File: src/rtl/vec_alu_pipe.sv
// Two-stage pipelined per-lane vector ALU with mask, scalar constant and valid/ready on both sides.
// Build macro VALU_SAT_EN: clamp ADD/ADDC/SUB and count saturated transfers; otherwise wrap, flag and count tie to 0.
module vec_alu_pipe #(
    parameter int LANES = 4,
    parameter int EW    = 8
) (
    input  logic                clk,
    input  logic                rst,
    input  logic                in_valid,
    output logic                in_ready,
    input  logic [2:0]          op,
    input  logic [LANES*EW-1:0] in_a,
    input  logic [LANES*EW-1:0] in_b,
    input  logic [EW-1:0]       c,
    input  logic [LANES-1:0]    mask,
    output logic                out_valid,
    input  logic                out_ready,
    output logic [LANES*EW-1:0] out_data,
    output logic                sat_flag,
    input  logic                clr_cnt,
    output logic [15:0]         sat_count
);

    localparam int SHW = $clog2(EW);
`ifdef VALU_SAT_EN
    localparam bit SAT_EN = 1'b1;
`else
    localparam bit SAT_EN = 1'b0;
`endif

    logic                adv;
    logic                s1_valid;
    logic [2:0]          s1_op;
    logic [LANES*EW-1:0] s1_a;
    logic [LANES*EW-1:0] s1_b;
    logic [EW-1:0]       s1_c;
    logic [LANES-1:0]    s1_mask;
    logic [LANES*EW-1:0] res;
    logic                sat_any;

    assign adv      = out_ready || !out_valid;
    assign in_ready = adv;

    // Stage-1 payload needs no reset; only its valid bit qualifies it.
    always_ff @(posedge clk) begin
        if (adv && in_valid) begin
            s1_op   <= op;
            s1_a    <= in_a;
            s1_b    <= in_b;
            s1_c    <= c;
            s1_mask <= mask;
        end
    end

    always_comb begin
        logic [EW-1:0] a;
        logic [EW-1:0] b;
        logic [EW-1:0] r;
        logic [EW:0]   sum;
        logic [EW:0]   sumc;
        logic [EW:0]   dif;
        logic          s;
        res     = '0;
        sat_any = 1'b0;
        for (int i = 0; i < LANES; i++) begin
            a    = s1_a[i*EW +: EW];
            b    = s1_b[i*EW +: EW];
            sum  = {1'b0, a} + {1'b0, b};
            sumc = {1'b0, a} + {1'b0, s1_c};
            dif  = {1'b0, a} - {1'b0, b};
            r    = a;
            s    = 1'b0;
            case (s1_op)
                3'd0: r = a;
                3'd1: begin
                    s = SAT_EN && sum[EW];
                    r = s ? {EW{1'b1}} : sum[EW-1:0];
                end
                3'd2: begin
                    s = SAT_EN && dif[EW];
                    r = s ? {EW{1'b0}} : dif[EW-1:0];
                end
                3'd3: r = dif[EW] ? (b - a) : dif[EW-1:0];
                3'd4: r = (a >= s1_c) ? b : a;
                3'd5: begin
                    s = SAT_EN && sumc[EW];
                    r = s ? {EW{1'b1}} : sumc[EW-1:0];
                end
                3'd6: r = a >> s1_c[SHW-1:0];
                default: r = (a >= b) ? a : b;
            endcase
            if (s1_mask[i]) begin
                res[i*EW +: EW] = r;
                sat_any         = sat_any | s;
            end else begin
                res[i*EW +: EW] = a;
            end
        end
    end

    always_ff @(posedge clk) begin
        if (rst) begin
            s1_valid  <= 1'b0;
            out_valid <= 1'b0;
            out_data  <= '0;
            sat_flag  <= 1'b0;
        end else if (adv) begin
            s1_valid  <= in_valid;
            out_valid <= s1_valid;
            if (s1_valid) begin
                out_data <= res;
                sat_flag <= sat_any;
            end
        end
    end

`ifdef VALU_SAT_EN
    logic [15:0] cnt_q;

    // Clear beats a same-cycle increment; the count sticks at all-ones.
    always_ff @(posedge clk) begin
        if (rst || clr_cnt) begin
            cnt_q <= '0;
        end else if (out_valid && out_ready && sat_flag && cnt_q != 16'hFFFF) begin
            cnt_q <= cnt_q + 16'd1;
        end
    end

    assign sat_count = cnt_q;
`else
    logic unused_clr;
    assign unused_clr = clr_cnt;
    assign sat_count  = '0;
`endif

endmodule

File: config.mk
export PLATFORM = sky130hd
export DESIGN_NAME = vec_alu_pipe
export DESIGN_NICKNAME = d
export VERILOG_FILES = /design/src/rtl/vec_alu_pipe.sv
export SDC_FILE = /design/constraint.sdc
export NUM_CORES = 1
export LEC_CHECK = 0
export ABC_AREA = 1
export CORE_AREA = 2 2 163 165
export CTS_BUF_LIST = sky130_fd_sc_hd__clkbuf_2 sky130_fd_sc_hd__clkbuf_4 sky130_fd_sc_hd__clkbuf_8
export CTS_CLUSTER_DIAMETER = 200
export DETAILED_ROUTE_END_ITERATION = 16
export DIE_AREA = 0 0 165 167
export HOLD_SLACK_MARGIN = 0.03
export PLACE_DENSITY = 0.76
export SLEW_MARGIN = 30
export SYNTH_ARGS = -nofsm -noshare
export SYNTH_HDL_FRONTEND = slang
export SYNTH_SLANG_ARGS = --single-unit
File: constraint.sdc
create_clock -name clk -period 4.85 [get_ports clk]
set_input_delay 0.7275 -clock clk [delete_from_list [all_inputs] [get_ports clk]]
set_output_delay 0.7275 -clock clk [all_outputs]
set_load 0.02 [all_outputs]
==> results.ini <==
[outcome]
status=complete, no violations

[sta]
timing.hold.ws_ns=0.4654
hold_violations=0
finalCritPeriodShare_pct=72.67
setup_viol=0
drv_slew=0
worst_pin_slew_ns=1.008
setup_tns_ns=0
setup_ws_ns=1.325
clock_skew_ns=0.02182
slew_headroom_pct=32.72
fmax_mhz=283.7
rsz0062_at_grt=no
min_period_ns=3.525

[critical_path]
crit_required_ns=5.19
end_kind=register
path_class=reg -> reg
cp-start-kind=register
startpoint=s1_op[1]
worstPathMaxFanout=23
ff2ff_setup_slack_ns=1.33
arrival_ns=3.87
r2r-start=s1_op[1]

[die]
row_count=59
dieArea_um2=27560
start_util_pct=48.41
design.portCount=135
dieHeight_um=167
die_w_um=165
coreArea_um2=25760

[global_route]
grtUsageTotal_pct=29.62
grt_pass1_wl_um=63740
antenna_found_initial=0
grt_pass1_vias=12260
grt_max_degree=65
overflow=0

[placement]
hpwl_um=30150
place_ws_ns=1.434
routabilityCongestion=0.9868
io_buffer_count=116

[power_and_ir_drop]
switchingPower_w=0.001361
p_per_area_nw_per_um2=240.1
intPower_w=0.002051
power_leakage_nw=7.080
irDropWorstVdd_uv=172.2
clkPwrFrac_pct=27.3
switching_share_pct=39.90
power_frac_seq_pct=34.9
pwr-share-comb_pct=37.8

[yosys]
synth_cells=1987
yosysMostFrequentCell=nand2_1
yosysWarnings=0
ys_types=40
synth_commonest_cells=nand2_1 (636), inv_1 (293), nand3_1 (195)
ys_ff_latch=113
synthTopCellsByArea=nand2_1 (19%), edfxtp_1 (19%), ha_1 (12%), inv_1 (8.8%), nand3_1 (7.8%)
synthFlopType=edfxtp_1
synth_top_area_cell=nand2_1
async_flop_share_pct=0
synth_area_um2=12470
ys_seq_area_share_pct=24.48
synthDominantCellAreaShare_pct=19.14
post_synth.cell_area_avg_um2=6.277
synth_edf_count=79

[clock_network]
cts-root-buf=clkbuf_8
cts_hold_buf=0
ctsLongestPathBuffers=2
post_cts.repair.setup_buffers=0
cts_resized=0
htree_levels=4
cts_tree=built
path_clk_slew_ns=0.08
cts_buffers=17
clock-sinks=113
insertion_delay_ns=0.48

[routing]
viasPerCell=5.600
postRouteAntennaNets=0
drtIter0Drc=1596
wire_per_inst_um=16.90
drc=0
drtPass1Iterations=6
dr_total_vias=13560
totalWireLength_um=40940

[layout]
flow.area_growth_from_synthesis_pct=13.95
layout-drive-gt1-share_pct=3.067
utilization_pct=55.16
nNetsFinal=2290
antenna_cells=0

[worst_hold_path]
hold_class=reg -> reg
worstHoldStart=out_data[12]

[job]
drv_cap=0

## routing by layer
layer / up-vias / track usage (%) / part of all wire [%] / wire [um]
li1: 6612 / - / - / -
met1: 6136 / 39.14 / 41 / 16820
met2: 705 / 48.22 / 46 / 18750
met3: 109 / 4.932 / 9.6 / 3950
met4: 0 / 11.30 / 3.5 / 1415
met5: - / 0 / 0 / 0
## logic make-up (layout without fill, tap and decap cells)
logic type	count (synthesis)	after routing	share of synthesized area, %
AOI/OAI and AO/OA	331	331	14.38
xor gates and xnor gates	23	23	1.615
adders and majority gates	132	132	13.96
buffers and inverters	374	458	12.16
DFF	113	113	24.48
other	1	17	0.03007
and+or+nand+nor	1013	1013	33.38
## final cells by class
class                           count  area (um2)
Clock inverter                     11       116.4
Sequential cell                   113        3053
Multi-Input combinational cell   1516        7985
Inverter                          299        1125
Clock buffer                       21       270.3
Tap cell                          335       419.2
Fill cell                        2574       11550
Timing Repair Buffer              127        1244
## worst max-delay path: stages (launching register included)
cell and delay (ns):
edfxtp_1 0.51, inv_2 0.15, nand3_1 0.08, buf_4 0.19, inv_2 0.30, buf_4 0.29
o21ai_0 0.09, inv_1 0.07, ha_1 0.18, inv_1 0.07, fa_1 0.50, nor2_1 0.05
a21oi_1 0.19, o211ai_1 0.11, nor2_1 0.12, nand3_1 0.07, o21ai_0 0.31, a21oi_1 0.10
## metrics by stage
step | instances | total power (W) | cell area, um2
6_report | 2422 | 0.003412 | 14210
5_1_grt | 2422 | 0.003623 | 14210
4_1_cts | 2422 | 0.003395 | 14210
3_5_place_dp | 2390 | 0.002465 | 13820
3_3_place_gp | 2390 | 0.002436 | 13810
2_1_floorplan | 2003 | 0.002098 | 12530
## flip-flops by register name (all words and copies together) (netlist names)
register,count
out_data,32
out_valid,1
s1_a,32
s1_b,32
s1_c,8
s1_mask,4
s1_op,3
s1_valid,1
## power by group through the flow
stage / Combinational (W) / Sequential, W / Clock (W)
2_1_floorplan: 0.000911 / 0.00119 / 0
3_3_place_gp: 0.00123 / 0.00121 / 0
3_5_place_dp: 0.00126 / 0.00121 / 0
4_1_cts: 0.00127 / 0.00119 / 0.000943
5_1_grt: 0.00145 / 0.00119 / 0.000981
6_report: 0.00129 / 0.00119 / 0.000931
## worst paths after layout
| kind | to | cells after the start |
|---|---|---|
| max reg2reg | out_data[1] | 17 |
| min reg2reg | out_data[12] | 2 |
| min | out_data[12] | 2 |
| max | out_data[1] | 17 |
## layout by cell type, fill, tap and decap left out, drive strengths merged, types with 10 or more instances in the layout
cell type and instances:
nor3 10, edfxtp 79, clkbuf 21, nand2 643
dfxtp 34, fa 12, inv 296, conb 17
o21ai 113, clkdlybuf4s50 116, clkinv 10, nand3 195
o211ai 25, a21oi 165, ha 120, buf 11
nand4 22, xor2 17, nor2 135
Note: power is estimated with default switching activity, not from simulation.
